$ cat config.mk
export PLATFORM = sky130hd
export DESIGN_NAME = kij_sequencer
export DESIGN_NICKNAME = d
export VERILOG_FILES = /design/src/rtl/kij_seq_pkg.sv /design/src/rtl/seq_cnt.sv /design/src/rtl/kij_sequencer.sv
export SDC_FILE = /design/constraint.sdc
export NUM_CORES = 1
export LEC_CHECK = 0
export ABC_CLOCK_PERIOD_IN_PS = 3200
export BUFFER_PORTS_ARGS = -buffer_cell sky130_fd_sc_hd__clkbuf_2
export CAP_MARGIN = 20
export CORE_MARGIN = 3
export CORE_UTILIZATION = 30
export DETAILED_ROUTE_END_ITERATION = 8
export GPL_TIMING_DRIVEN = 0
export PLACE_DENSITY = 0.57
export SLEW_MARGIN = 0
export SYNTH_ARGS = -nofsm -noshare
export SYNTH_HDL_FRONTEND = slang
export SYNTH_SLANG_ARGS = --single-unit
$ cat constraint.sdc
create_clock -name clk -period 3.2 [get_ports clk]
set_input_delay 0.64 -clock clk [delete_from_list [all_inputs] [get_ports clk]]
set_output_delay 0.64 -clock clk [all_outputs]
set_load 0.02 [all_outputs]
$ cat src/rtl/kij_seq_pkg.sv
// Shared definitions for the kij sequencer: FSM states, inst_w encodings and defaults.
package kij_seq_pkg;

    typedef enum logic [3:0] {
        S_IDLE,
        S_CLR,
        S_WREQ,
        S_LDW,
        S_GAP,
        S_LDX,
        S_DRAIN,
        S_RELU,
        S_RD,
        S_FIN
    } state_t;

    localparam logic [1:0] INST_IDLE = 2'b00;
    localparam logic [1:0] INST_LDW  = 2'b01;
    localparam logic [1:0] INST_LDX  = 2'b10;

    localparam int unsigned W_BASE = 1024;
    localparam int unsigned CNT_W  = 16;

endpackage

$ cat src/rtl/seq_cnt.sv
// Loadable down-counter shared by all sequencer states; the up tap counts cycles
// since the last load and drives address generation.
module seq_cnt #(
    parameter int unsigned CNT_W = 16
) (
    input  logic             clk,
    input  logic             reset,
    input  logic             load,
    input  logic [CNT_W-1:0] load_val,
    output logic             zero,
    output logic [CNT_W-1:0] up
);

    logic [CNT_W-1:0] cnt;

    always_ff @(posedge clk or negedge reset) begin
        if (!reset) begin
            cnt <= '0;
            up  <= '0;
        end else if (load) begin
            cnt <= load_val;
            up  <= '0;
        end else if (cnt != '0) begin
            cnt <= cnt - 1'b1;
            up  <= up + 1'b1;
        end
    end

    assign zero = (cnt == '0);

endmodule

$ cat src/rtl/kij_sequencer.sv
// Walks the kij loop for the convolution core: clear, weight handshake with the host,
// weight/activation streaming from X_MEM, drain, then ReLU wait and readout.
module kij_sequencer
    import kij_seq_pkg::*;
#(
    parameter int unsigned row          = 8,
    parameter int unsigned col          = 8,
    parameter int unsigned len_nij      = 36,
    parameter int unsigned len_kij      = 9,
    parameter int unsigned addr_w       = 11,
    parameter int unsigned w_base       = W_BASE,
    parameter int unsigned clr_cycles   = 10,
    parameter int unsigned drain_cycles = 30,
    parameter int unsigned relu_cycles  = 20
) (
    input  logic              clk,
    input  logic              reset,
    input  logic              start,
    input  logic              act_2b_mode,
    input  logic              wgt_ready,
    output logic              host_grant,
    output logic              busy,
    output logic              done,
    output logic              core_clr,
    output logic              CEN_xmem,
    output logic              WEN_xmem,
    output logic [addr_w-1:0] A_xmem,
    output logic [1:0]        inst_w,
    output logic [3:0]        kij,
    output logic              readout_start
);

    if (row < 1 || col < 1 || len_nij < 1 || len_kij < 1 || len_kij > 16 ||
        clr_cycles < 1 || drain_cycles < 1 || relu_cycles < 1 ||
        w_base + 2 * col > (32'd1 << addr_w) || len_nij > (32'd1 << addr_w)) begin : g_cfg_err
        $error("kij_sequencer: parameter set does not fit the address/counter widths");
    end

    localparam logic [CNT_W-1:0]  CLR_LD   = CNT_W'(clr_cycles - 1);
    localparam logic [CNT_W-1:0]  LDX_LD   = CNT_W'(len_nij - 1);
    localparam logic [CNT_W-1:0]  DRAIN_LD = CNT_W'(drain_cycles - 1);
    localparam logic [CNT_W-1:0]  RELU_LD  = CNT_W'(relu_cycles - 1);
    localparam logic [CNT_W-1:0]  NW1_LD   = CNT_W'(col - 1);
    localparam logic [CNT_W-1:0]  NW2_LD   = CNT_W'(2 * col - 1);
    localparam logic [3:0]        LAST_KIJ = 4'(len_kij - 1);
    localparam logic [addr_w-1:0] W_BASE_A = addr_w'(w_base);

    state_t           state, next_state;
    logic             nw_sel;
    logic             cnt_load, cnt_zero;
    logic [CNT_W-1:0] cnt_val, cnt_up;
    logic             kij_clr, kij_inc;

    seq_cnt #(.CNT_W(CNT_W)) u_cnt (
        .clk      (clk),
        .reset    (reset),
        .load     (cnt_load),
        .load_val (cnt_val),
        .zero     (cnt_zero),
        .up       (cnt_up)
    );

    // Every transition reloads the shared counter with the next state's length minus one.
    always_comb begin
        next_state = state;
        cnt_load   = 1'b0;
        cnt_val    = '0;
        kij_clr    = 1'b0;
        kij_inc    = 1'b0;
        unique case (state)
            S_IDLE: if (start) begin
                next_state = S_CLR;
                cnt_load   = 1'b1;
                cnt_val    = CLR_LD;
                kij_clr    = 1'b1;
            end
            S_CLR: if (cnt_zero) begin
                next_state = S_WREQ;
                cnt_load   = 1'b1;
            end
            S_WREQ: if (cnt_zero && wgt_ready) begin
                next_state = S_LDW;
                cnt_load   = 1'b1;
                cnt_val    = nw_sel ? NW2_LD : NW1_LD;
            end
            S_LDW: if (cnt_zero) begin
                next_state = S_GAP;
                cnt_load   = 1'b1;
            end
            S_GAP: if (cnt_zero) begin
                next_state = S_LDX;
                cnt_load   = 1'b1;
                cnt_val    = LDX_LD;
            end
            S_LDX: if (cnt_zero) begin
                next_state = S_DRAIN;
                cnt_load   = 1'b1;
                cnt_val    = DRAIN_LD;
            end
            S_DRAIN: if (cnt_zero) begin
                cnt_load = 1'b1;
                if (kij == LAST_KIJ) begin
                    next_state = S_RELU;
                    cnt_val    = RELU_LD;
                end else begin
                    next_state = S_CLR;
                    cnt_val    = CLR_LD;
                    kij_inc    = 1'b1;
                end
            end
            S_RELU: if (cnt_zero) begin
                next_state = S_RD;
                cnt_load   = 1'b1;
            end
            S_RD: if (cnt_zero) begin
                next_state = S_FIN;
                cnt_load   = 1'b1;
            end
            S_FIN: if (cnt_zero) begin
                next_state = S_IDLE;
            end
            default: next_state = S_IDLE;
        endcase
    end

    always_ff @(posedge clk or negedge reset) begin
        if (!reset) begin
            state  <= S_IDLE;
            nw_sel <= 1'b0;
            kij    <= '0;
        end else begin
            state <= next_state;
            if (kij_clr) begin
                nw_sel <= act_2b_mode;
                kij    <= '0;
            end else if (kij_inc) begin
                kij <= kij + 1'b1;
            end
        end
    end

    // Outputs are registered decodes of the current state, so they trail it by one cycle.
    always_ff @(posedge clk or negedge reset) begin
        if (!reset) begin
            host_grant    <= 1'b1;
            busy          <= 1'b0;
            done          <= 1'b0;
            core_clr      <= 1'b0;
            CEN_xmem      <= 1'b1;
            A_xmem        <= '0;
            inst_w        <= INST_IDLE;
            readout_start <= 1'b0;
        end else begin
            host_grant    <= (state == S_IDLE) || (state == S_WREQ);
            busy          <= (state != S_IDLE);
            done          <= (state == S_FIN);
            core_clr      <= (state == S_CLR);
            readout_start <= (state == S_RD);
            CEN_xmem      <= !((state == S_LDW) || (state == S_LDX));
            unique case (state)
                S_LDW: begin
                    inst_w <= INST_LDW;
                    A_xmem <= W_BASE_A + addr_w'(cnt_up);
                end
                S_LDX: begin
                    inst_w <= INST_LDX;
                    A_xmem <= addr_w'(cnt_up);
                end
                default: begin
                    inst_w <= INST_IDLE;
                    A_xmem <= '0;
                end
            endcase
        end
    end

    assign WEN_xmem = 1'b1;

endmodule

# After elaboration in Yosys (flattened, before gate mapping)
# Index checks and enable logic that the tools add are counted.
totals:
  ff_bits: 60
  output_inout_bits: 24
op_classes:
  add_sub_neg: 4
  n_eq_ne: 20
  n_mux: 36
  reduce_logical: 12
ops:
  columns: ["operator", "count"]
  rows:
  - ["$mux W16", 4]
  - ["$mux W4", 15]
  - ["$pmux W4 S10", 1]
  - ["$pmux W6 S5", 1]
  - ["$pmux W11 S2", 1]
  - ["$ne A2 B2 Y1 const B", 10]
  - ["$add A16 B1 Y16 const B", 1]
  - ["$eq A4 B3 Y1 const B", 4]
  - ["$logic_not A16 Y1", 1]
  - ["$reduce_bool A16 Y1", 1]
  - ["$sub A16 B1 Y16 const B", 1]
  - ["$mux W5", 3]
  - ["$eq A4 B4 Y1 const B", 3]
  - ["$add A11 B11 Y11 const A", 1]
  - ["$reduce_and A10 Y1", 1]
  - ["$eq A4 B2 Y1 const B", 2]
  - ["$mux W1", 7]
  - ["$reduce_or A7 Y1", 1]
  - ["$mux W6", 1]
  - ["$add A4 B1 Y4 const B", 1]
  - ["$eq A4 B1 Y1 const B", 1]
  - ["$logic_not A4 Y1", 1]
  - ["$pmux W2 S2", 1]
  - ["$reduce_bool A2 Y1", 2]
  - ["6 further kinds", 7]

# Longest topological paths before layout
# Gate-level depths: netlist of the first run.
logic_depth:
  word_depth: 6
  mapped_depth: 8
  ltp_nobuf: 6

# Hierarchy
# A second synthesis of the first run with hierarchy kept.
unflattened:
  cells_unflattened: 341
  area_unflattened_um2: 3375.7
modules_own_cells:
  columns: ["module", "instances", "cells_each", "area_each_um2", "seq_area_each_um2"]
  rows:
  - ["seq_cnt", 1, 207, 2004.4, 800.8]
  - ["kij_sequencer", 1, 134, 1371.3, 703.2]

# Least setup slack after synthesis of the first run
# No wires, ideal clock.
synth_timing:
  kind: "register -> register"
  start: "register u_cnt.cnt[0]"
  end: "register u_cnt.cnt[0]"
  setup_ps: 125
  t_arrival_ps: 1957
  required_time_ps: 3075
  setup_slack_ps: 1118
  path_stages_with_launch: 8
  n_path_buf: 1
  synth_period_minus_slack_ps: 2082
  path_cell_list: "dfrtp_1 inv_1 ha_1 or4b_4 nor4_4 buf_6 a21oi_2 mux2_2"
synth_via:
  elab_chain_cells: 5
  elab_cells_between_ends: 15
  classes_between: "add/sub: 1; mux: 10; reduce/logical: 4"
synth_rtl:
  columns: ["element", "line", "rtl"]
  rows:
  - ["start, declared", "seq_cnt.sv:14", "logic [CNT_W-1:0] cnt;"]
  - ["start signal, assigned", "seq_cnt.sv:21", "cnt <= load_val;"]
  - ["start signal, assigned", "seq_cnt.sv:24", "cnt <= cnt - 1'b1;"]
  - ["branches (longest 5 deep; another with $sub A16 B1 Y16)", null, null]
# Several ways; the timed one is not identified. The select of a mux whose other input is x is not followed.
# A chain may end at the register's enable or synchronous reset.

# Final worst setup path of the first run
layout_timing:
  start: "register u_cnt.cnt[0]"
  end: "register state[2]"
layout_via:
  elab_chain_cells: 4
  elab_cells_between_ends: 12
  classes_between: "eq/ne: 9; reduce/logical: 3"
layout_rtl:
  columns: ["element", "line", "rtl"]
  rows:
  - ["$logic_not A16 Y1 (*)", "seq_cnt.sv:29", "assign zero = (cnt == '0);"]
  - ["$logic_and A1 B1 Y1", "kij_sequencer.sv:81", "S_WREQ: if (cnt_zero && wgt_ready) begin"]
  - ["$ne A2 B2 Y1 (no line)", null, null]
  - ["$reduce_and A10 Y1 (no line) (*)", null, null]
  - ["end signal, assigned", "kij_sequencer.sv:132", "state <= next_state;"]
  - ["end, declared", "kij_sequencer.sv:48", "state_t state, next_state;"]
# Mark *: on every way between the ends. The rest lies on a longest branch, timed or not.

==> results of run 1 <==
registers in the layout, indices dropped and copies added, names as in the netlist, 2 cells and up:
signal,cells
A_xmem,11
inst_w,2
kij,4
state,4
u_cnt.cnt,16
u_cnt.up,11
kinds of logic (layout without fill, tap and decap cells):
| group | count (synthesis) | in the layout |
|---|---|---|
| xor gates and xnor gates | 5 | 5 |
| adders and majority gates | 5 | 5 |
| buffers and inverters | 23 | 59 |
| other | 1 | 1 |
| muxes | 5 | 5 |
| AOI/OAI and AO/OA | 75 | 75 |
| and+or+nand+nor | 117 | 117 |
| DFF | 55 | 55 |
per-layer routing:
layer	GRT usage [%]	vias up	share of wire (%)
met3	2.165	6	4.3
li1	-	1130	-
met1	17.55	1104	49
met2	19.61	59	46
met4	2.988	0	1.0
met5	0	-	0
worst max-delay path, stage by stage (launching register included):
cell and delay (ps):
dfrtp_1 430, inv_1 100, ha_1 170, nor4b_1 510, nand4_1 380, a22oi_1 470, mux2_2 390
synth_stat cells (all sizes together), types with 2 or more instances:
library cell | count | area, sq um
dfrtp | 53 | 1326
o41ai | 3 | 26.28
inv | 8 | 30.03
nand3 | 8 | 40.04
or2 | 2 | 12.51
o21a | 2 | 15.01
nor2b | 12 | 75.07
mux2i | 2 | 20.02
o21ai | 20 | 100.1
xnor2 | 4 | 35.03
nand4 | 4 | 25.02
nor4 | 5 | 46.29
buf | 7 | 56.30
nand2 | 15 | 56.30
a21oi | 27 | 138.9
or4 | 15 | 120.1
and3 | 2 | 12.51
o31ai | 8 | 60.06
or3 | 14 | 87.58
clkbuf | 8 | 30.03
nor2 | 19 | 71.32
ha | 5 | 62.56
o22ai | 3 | 18.77
o32ai | 2 | 17.52
mux2 | 3 | 33.78
nand2b | 4 | 25.02
nor3 | 8 | 40.04
nor4b | 3 | 26.28
dfstp | 2 | 52.55
report_power, final:
part | leakage, nW | internal [mW] | switching (mW) | total [mW]
Sequential | 0.664 | 0.695 | 0 | 0.695
Clock | 0.0474 | 0.177 | 0.242 | 0.419
Combinational | 0.590 | 0.00703 | 0.0194 | 0.0264
Total | 1.30 | 0.879 | 0.261 | 1.14
final cells by class:
| class | count | area, sq um |
|---|---|---|
| Buffer | 15 | 86.33 |
| Tap cell | 108 | 135.1 |
| Multi-Input combinational cell | 208 | 1320 |
| Clock buffer | 6 | 82.58 |
| Fill cell | 898 | 5729 |
| Sequential cell | 55 | 1379 |
| Timing Repair Buffer | 28 | 155.1 |
| Inverter | 8 | 30.03 |
| Clock inverter | 2 | 16.27 |
worst min-delay path by stage:
stage	start	to	slack (ps)	depth (start not counted)
finish	reset	A_xmem[7]$_DFF_PN0_	290	1
global route	reset	A_xmem[7]$_DFF_PN0_	310	1
detailed placement	nw_sel$_DFFE_PN0P_	nw_sel$_DFFE_PN0P_	460	2
floorplan	reset	A_xmem[0]$_DFF_PN0_	340	0
CTS	reset	A_xmem[8]$_DFF_PN0_	300	1
global placement	nw_sel$_DFFE_PN0P_	nw_sel$_DFFE_PN0P_	470	2
==> impl_metrics.py, run 1 <==
metrics = {
    "logic_synthesis": {
        "synth-simple-area-share_pct": 24.67,
        "synthAdderAreaFrac_pct": 2.222,
        "synth.area.mux_share_pct": 1.911,
        "synth_cell_types": 52,
        "netlist_area_sq_um": 2815,
        "syn_nets": 296,
        "yosys_warnings": 0,
        "synth_xor_area_share_pct": 1.556,
        "ys.flop_type": "dfrtp_1",
        "syn_area_per_cell_sq_um": 9.843,
        "ys_seq_area_share_pct": 48.98,
        "synth_top_family_by_area": "simple AND/OR/NAND/NOR gates",
        "syn_inst": 286,
        "async_reset_ff_share_pct": 100.0,
        "yosys_register_bits": 55,
        "synth_compound_area_share_pct": 16.40,
        "synth-edff-count": 0,
    },
    "global_routing": {
        "first_global_vias": 2082,
        "globalRouteOverflowTotal": 0,
        "grt_max_degree": 36,
        "grt_pass1_wl_microns": 10450,
        "grt_use_total_pct": 12.35,
        "antenna_found_initial": 0,
    },
    "power_and_ir_drop": {
        "total_power_mw": 1.140,
        "p_leak_nw": 1.301,
        "irDropWorstVdd_uv": 199.3,
        "powerDensity_nw_per_um2": 355.8,
    },
    "routing": {
        "wl_per_cell_microns": 14.67,
        "routed_wl_microns": 6310,
        "vias": 2299,
        "vias_per_cell": 5.347,
        "dr.first_iter.drc_count": 144,
        "drc": 0,
        "antenna_left": 0,
        "firstDrtPassIters": 4,
    },
    "worst_setup_path": {
        "worstRegToRegCells": 6,
        "reg2reg_slack_ps": 660,
        "crit_arrival_ps": 2740,
        "cp-start-kind": "flop",
        "endpoint": "state[2]$_DFFE_PN0P_",
        "r2r_end": "state[2]$_DFFE_PN0P_",
        "cp_max_fo": 5,
        "crit_type": "reg2reg",
        "critPathRequiredTime_ps": 3410,
        "r2r_start": "u_cnt.cnt[0]$_DFFE_PN0P_",
        "worst_setup_path_end_kind": "flop",
        "setup.worst_path.start": "u_cnt.cnt[0]$_DFFE_PN0P_",
    },
    "die": {
        "chipWidth_microns": 102.9,
        "boundaryPins": 29,
        "initial_core_util_pct": 31.51,
        "die_h_microns": 102.9,
        "core_sq_um": 8934,
        "num_rows": 34,
        "dieArea_sq_um": 10580,
    },
    "clocking": {
        "clk_pin_slew_ps": 110,
        "postCtsSetupRepairBufs": 0,
        "cts_hold_buffers": 0,
        "cts_buffers": 5,
        "post_cts_resize_count": 0,
        "cts.sinks": 55,
        "root_buffer": "clkbuf_8",
        "h-tree-depth": 2,
        "cts_tree": "done",
        "clockBufferDepth": 2,
        "clkLatencyLatePin_ps": 310,
    },
    "layout": {
        "fin_util_pct": 35.87,
        "finalNonFillerCells": 430,
        "final_common_cell": "dfrtp_1",
        "syn_to_final_growth_pct": 13.82,
        "postLayoutCellArea_sq_um": 3204,
        "antenna_cells": 0,
        "drive_gt1_share_pct": 16.77,
        "final_nets": 331,
        "mostFrequentLayoutCells": "dfrtp_1 (53), clkbuf_2 (27), a21oi_1 (26), o21ai_0 (20), nor2_1 (19)",
    },
    "outcome": {
        "outcome": "finished, final reports clean",
    },
    "placement": {
        "place_inst": 422,
        "port-buffer-count": 27,
        "dp_slack_ps": 677.4,
        "dp_hpwl_microns": 4578,
        "gp_congestion": 0.8582,
        "dpl_cell_area_sq_um": 3105,
    },
    "worst_hold_path": {
        "hp-class": "in2async",
    },
    "sta": {
        "fin_crit_ps": 2536,
        "hold_viol_final": 0,
        "tns_ps": 0,
        "whs_ps": 291.6,
        "finalMaxSlewViolations": 0,
        "rsz0062_at_grt": "no",
        "slew_headroom_pct": 50.92,
        "setup-violations-final": 0,
        "fin_crit_sh_pct": 79.24,
        "finalWorstSetupSlack_ps": 664.2,
        "skew_ps": 10.83,
        "worst_pin_slew_ps": 730.6,
        "fmax_ghz": 0.3944,
    },
    "run": {
        "maxCapViolations": 0,
    },
}
(Power assumes the default switching activity.)
==> run 2: changes to the inputs <==
- ABC_AREA: unset -> 1
- ABC_CLOCK_PERIOD_IN_PS: 3200 -> 2000
- PLACE_DENSITY: 0.57 -> 0.59
- clock period: 3.2 -> 2 ns (I/O delays scaled with it)
==> impl_metrics.py, run 2 <==
metrics = {
    "outcome": {
        "outcome": "finished, final reports clean",
    },
    "clocking": {
        "root_buffer": "clkbuf_8",
        "postCtsSetupRepairBufs": 0,
        "cts_tree": "done",
        "post_cts_resize_count": 0,
        "cts.sinks": 55,
        "clkLatencyLatePin_ps": 310,
        "cts_buffers": 5,
        "clk_pin_slew_ps": 100,
        "h-tree-depth": 2,
        "cts_hold_buffers": 0,
        "clockBufferDepth": 2,
    },
    "die": {
        "initial_core_util_pct": 31.31,
        "core_sq_um": 9371,
        "dieArea_sq_um": 11000,
        "chipWidth_microns": 104.9,
        "num_rows": 35,
        "boundaryPins": 29,
        "die_h_microns": 104.9,
    },
    "routing": {
        "wl_per_cell_microns": 10.93,
        "antenna_left": 0,
        "firstDrtPassIters": 4,
        "vias_per_cell": 4.407,
        "vias": 2265,
        "drc": 0,
        "dr.first_iter.drc_count": 75,
        "routed_wl_microns": 5620,
    },
    "sta": {
        "finalMaxSlewViolations": 0,
        "hold_viol_final": 0,
        "tns_ps": 0,
        "rsz0062_at_grt": "no",
        "fmax_ghz": 0.5664,
        "fin_crit_sh_pct": 88.28,
        "setup-violations-final": 0,
        "slew_headroom_pct": 66.26,
        "fin_crit_ps": 1766,
        "worst_pin_slew_ps": 506.1,
        "finalWorstSetupSlack_ps": 234.4,
        "skew_ps": 7.499,
        "whs_ps": 47.06,
    },
    "global_routing": {
        "first_global_vias": 2196,
        "grt_use_total_pct": 10.84,
        "grt_max_degree": 37,
        "grt_pass1_wl_microns": 9963,
        "antenna_found_initial": 0,
        "globalRouteOverflowTotal": 0,
    },
    "power_and_ir_drop": {
        "p_clk_share_pct": 14.1,
        "switching_share_pct": 45.39,
        "powerDensity_nw_per_um2": 1351,
        "seqPwrFrac_pct": 36.7,
        "irDropWorstVdd_uv": 382.6,
        "combPwrFrac_pct": 49.2,
        "p_int_mw": 2.471,
        "p_leak_nw": 1.699,
        "p_switching_mw": 2.054,
    },
    "layout": {
        "antenna_cells": 0,
        "final_nets": 394,
        "mostFrequentLayoutCells": "nand2_1 (71), nor2_1 (55), dfrtp_1 (53), inv_1 (37), clkbuf_2 (27)",
        "drive_gt1_share_pct": 20.52,
        "largest_reg_flops": 16,
        "reg_top3": "u_cnt.cnt (16), A_xmem (11), u_cnt.up (11)",
        "largest-register": "u_cnt.cnt",
        "fin_util_pct": 35.74,
        "nFillCells": 989,
        "finalNonFillerCells": 514,
        "final_common_cell": "nand2_1",
        "syn_to_final_growth_pct": 14.16,
    },
    "logic_synthesis": {
        "synth-edff-count": 0,
        "synth_common_cells": "nand2_1 (71), nor2_1 (55), dfrtp_1 (53)",
        "synthTopCellsByArea": "dfrtp_1 (45%), nand2_1 (9.1%), nor2_1 (7.0%), inv_1 (4.7%), nand3_1 (3.6%)",
        "syn_inst": 349,
        "syn_area_per_cell_sq_um": 8.407,
        "synth_cell_types": 34,
        "ys.flop_type": "dfrtp_1",
        "yosysTopAreaCellShare_pct": 45.20,
        "yosys_warnings": 0,
        "yosys_register_bits": 55,
        "syn_nets": 359,
        "yosysTopAreaCell": "dfrtp_1",
        "ys_seq_area_share_pct": 46.99,
        "async_reset_ff_share_pct": 100.0,
        "yosysMostFrequentCell": "nand2_1",
        "netlist_area_sq_um": 2934,
    },
    "worst_setup_path": {
        "crit_type": "reg2reg",
        "crit_arrival_ps": 1960,
        "critPathRequiredTime_ps": 2200,
        "cp_max_fo": 10,
        "setup.worst_path.start": "u_cnt.cnt[0]$_DFFE_PN0P_",
        "worst_setup_path_end_kind": "flop",
        "cp-start-kind": "flop",
        "reg2reg_slack_ps": 230,
        "r2r_start": "u_cnt.cnt[0]$_DFFE_PN0P_",
    },
    "worst_hold_path": {
        "hp-class": "in2async",
    },
    "placement": {
        "place_inst": 506,
        "gp_congestion": 0.8663,
        "dp_slack_ps": 244.3,
        "dp_hpwl_microns": 4413,
        "port-buffer-count": 27,
    },
    "run": {
        "maxCapViolations": 0,
    },
}
[run 2: cell types whose count changed after synthesis, moves of 11 or more]
cell	delta
nand3_1	+13
or4_1	-13
nand2_1	+56
nor2b_1	-12
or3_1	-14
o21ai_0	-12
nor2_1	+36
inv_1	+29
xor2_1	+11
a21oi_1	-13
[run 2: cell type report]
class / instances / area, sq um / share of cell area [%]
Clock inverter: 2 / 16.27 / 0.4856
Buffer: 6 / 52.55 / 1.569
Multi-Input combinational cell: 248 / 1350 / 40.31
Sequential cell: 55 / 1379 / 41.17
Clock buffer: 6 / 82.58 / 2.465
Tap cell: 129 / 161.4 / 4.819
Inverter: 40 / 152.6 / 4.557
Timing Repair Buffer: 28 / 155.1 / 4.632
[run 2: power by group through the flow]
| stage | combinational (mW) | sequential, mW | clock (mW) |
|---|---|---|---|
| after floorplan | 1.66 | 1.75 | 0 |
| after global placement | 2.23 | 1.68 | 0 |
| after detailed placement | 2.25 | 1.68 | 0 |
| after CTS | 2.25 | 1.66 | 0.677 |
| after global routing | 2.53 | 1.71 | 0.720 |
| final | 2.23 | 1.66 | 0.636 |
[run 2: stage by stage]
step | area (sq um) | power, mW
3_3_place_gp | 3231 | 3.905
6_report | 3349 | 4.525
2_1_floorplan | 2934 | 3.417
5_1_grt | 3349 | 4.962
3_5_place_dp | 3251 | 3.927
4_1_cts | 3349 | 4.592
[run 2: logic make-up (layout without fill, tap and decap cells)]
| group | after synthesis | in the layout | synth area share, % |
|---|---|---|---|
| other cells | 1 | 1 | 0.1278 |
| simple gates | 202 | 202 | 34.63 |
| flops | 55 | 55 | 46.99 |
| fa+ha+maj | 5 | 5 | 2.132 |
| xor+xnor | 13 | 13 | 3.881 |
| buf+inv | 46 | 82 | 6.993 |
| compound gates | 27 | 27 | 5.245 |
[run 2: worst max-delay path: stages (launching register included)]
cell and delay [ps]:
dfrtp_1 400, inv_1 120, ha_1 180, nand2_1 70
nor2_2 170, and2_1 160, buf_6 140, nand2_4 70
nand3_4 120, buf_6 170, nor2_1 50
[run 2: per-layer routing]
layer / routed length [microns] / global-route usage, %
met1: 2819 / 15.08
met2: 2485 / 16.87
met3: 222 / 2.532
met4: 92 / 3.093
met5: 0 / 0
[run 2: final timing paths]
kind,cells after the start,end
max,10,u_cnt.up[10]$_DFFE_PN0P_
max reg2reg,10,u_cnt.up[10]$_DFFE_PN0P_
min reg2reg,1,kij[3]$_DFFE_PN0P_
min,1,u_cnt.cnt[0]$_DFFE_PN0P_
min in group clk,3,nw_sel$_DFFE_PN0P_
max in group asynchronous,2,CEN_xmem$_DFF_PN1_
==> run 3: changes to the inputs <==
- ABC_CLOCK_PERIOD_IN_PS: 2000 -> 1400
- clock period: 2 -> 1.4 ns (I/O delays scaled with it)
==> impl_metrics.py, run 3 (synthesized netlist as in run 2, its figures left out) <==
metrics = {
    "routing": {
        "vias": 2488,
        "routed_wl_microns": 6936,
        "firstDrtPassIters": 4,
        "wl_per_cell_microns": 12.47,
        "drc": 0,
        "antenna_left": 0,
        "vias_per_cell": 4.475,
        "dr.first_iter.drc_count": 142,
    },
    "layout": {
        "finalNonFillerCells": 556,
        "mostFrequentLayoutCells": "nand2_1 (58), dfrtp_1 (48), nor2_1 (40), buf_4 (31), inv_1 (29)",
        "reg_top3": "u_cnt.cnt (16), A_xmem (11), u_cnt.up (11)",
        "fin_util_pct": 43.35,
        "final_common_cell": "nand2_1",
        "largest-register": "u_cnt.cnt",
        "final_nets": 436,
        "syn_to_final_growth_pct": 38.46,
        "drive_gt1_share_pct": 41.92,
        "antenna_cells": 0,
        "largest_reg_flops": 16,
    },
    "worst_setup_path": {
        "worst_setup_path_end_kind": "flop",
        "cp-start-kind": "flop",
        "slowest_stage": "dfrtp_1",
        "cp_max_fo": 7,
        "crit_type": "reg2reg",
        "r2r_start": "u_cnt.cnt[0]$_DFFE_PN0P_",
        "path_cells": "inv_2 > ha_4 > nand3_4 > nor2_4 > nand2_4 > buf_4 > nor2_4 > nor2_4 > nand2_1 > a21oi_1",
        "crit_arrival_ps": 1890,
        "crit_path_frequent_cell": "nor2_4",
        "max_stage_delay_ps": 400,
        "setup.worst_path.start": "u_cnt.cnt[0]$_DFFE_PN0P_",
        "critPathRequiredTime_ps": 1620,
    },
    "sta": {
        "hold_viol_final": 0,
        "whs_ps": 169.8,
        "fmax_ghz": 0.5973,
        "worst_pin_slew_ps": 512.1,
        "finalWorstSetupSlack_ps": -274.2,
        "rsz0062_at_grt": "yes",
        "tns_ps": -8118,
        "setup-violations-final": 35,
        "fin_crit_ps": 1674,
        "skew_ps": 14.16,
        "finalMaxSlewViolations": 0,
        "slew_headroom_pct": 65.60,
        "fin_crit_sh_pct": 119.6,
    },
    "clocking": {
        "cts_buffers": 5,
        "cts.sinks": 55,
        "clockBufferDepth": 2,
        "h-tree-depth": 2,
        "clk_pin_slew_ps": 110,
        "clkLatencyLatePin_ps": 330,
        "cts_tree": "done",
        "root_buffer": "clkbuf_8",
    },
    "die": {
        "die_h_microns": 104.9,
        "chipWidth_microns": 104.9,
        "num_rows": 35,
        "initial_core_util_pct": 31.31,
        "dieArea_sq_um": 11000,
        "core_sq_um": 9371,
        "boundaryPins": 29,
    },
    "global_routing": {
        "first_global_vias": 2409,
        "grt_max_degree": 24,
        "globalRouteOverflowTotal": 0,
        "grt_use_total_pct": 12.78,
        "antenna_found_initial": 0,
        "grt_pass1_wl_microns": 11650,
    },
    "power_and_ir_drop": {
        "powerDensity_nw_per_um2": 2001,
        "irDropWorstVdd_uv": 697.4,
        "total_power_mw": 8.129,
        "p_leak_nw": 1.972,
    },
    "outcome": {
        "outcome": "finished, violations left",
        "failed_checks": "negative setup slack",
    },
    "placement": {
        "dp_hpwl_microns": 4626,
        "port-buffer-count": 27,
        "place_inst": 507,
        "gp_congestion": 0.8548,
    },
    "run": {
        "maxCapViolations": 0,
    },
    "worst_hold_path": {
        "hp-class": "in2reg",
        "min_from": "act_2b_mode",
    },
}
-- run 3: changes by cell type in the layout (fill, tap and decap cells not counted), sizes merged --
cell,change
buf,+41
dlygate4sd3,+1
inv,+1
clkbuf,-2
nor2,+1
-- run 3: final cells by class --
cell class / instances / area (sq um)
Clock inverter: 3 / 27.53
Multi-Input combinational cell: 249 / 1610
Sequential cell: 55 / 1385
Timing Repair Buffer: 70 / 588.1
Buffer: 5 / 63.81
Fill cell: 919 / 5309
Inverter: 40 / 157.7
Clock buffer: 5 / 68.82
Tap cell: 129 / 161.4
-- run 3: stage by stage --
stage | worst slack [ps] | instance area, sq um
detailed placement | -315.1 | 3352
finish | -274.2 | 4063
global placement | -284.4 | 3297
global route | -416.9 | 4063
floorplan | -97.19 | 3000
CTS | -241.0 | 3874
-- run 3: where the power goes --
part / leakage [nW] / internal (mW) / switching (mW)
clock: 0.0463 / 0.369 / 0.588
combinational: 1.21 / 2.03 / 2.70
sequential: 0.719 / 2.05 / 0.399
total: 1.97 / 4.45 / 3.68
-- run 3: routing by layer --
layer / track usage [%] / share of wire (%) / vias to the layer above
met1: 16.63 / 44 / 1188
met2: 22.00 / 51 / 29
met5: 0 / 0 / -
met4: 4.217 / 1.7 / 0
met3: 1.544 / 2.5 / 8
li1: - / - / 1263
-- run 3: what timing repair did --
action / CTS / global route
hold buffers: 1 / 0
hold endpoints to repair: 13 / 0
gates cloned: 2 / 1
setup endpoints to repair: 46 / 36
setup buffers: 26 / 12
resized for setup: 51 / 28
pin swaps: 24 / 19
-- run 3: worst max-delay path, delay by kind of cell, from the launching register on --
kind | cells | cell delay (ps)
flip-flops | 1 | 400
buffers and inverters | 2 | 270
adder cells (fa/ha/maj) | 1 | 160
AND/OR/NAND/NOR | 6 | 660
AO/OA/AOI/OAI | 1 | 50
-- run 3: final timing paths --
check                                            to  slack (ps)  cells after the start
hold reg to reg                  kij[3]$_DFFE_PN0P_         510                      1
min in group asynchronous       A_xmem[6]$_DFF_PN0_         410                      2
max in group asynchronous        kij[3]$_DFFE_PN0P_         350                      4
hold / removal                   nw_sel$_DFFE_PN0P_         170                      3
setup / recovery           u_cnt.cnt[2]$_DFFE_PN0P_        -270                     10
setup reg to reg           u_cnt.cnt[2]$_DFFE_PN0P_        -270                     10
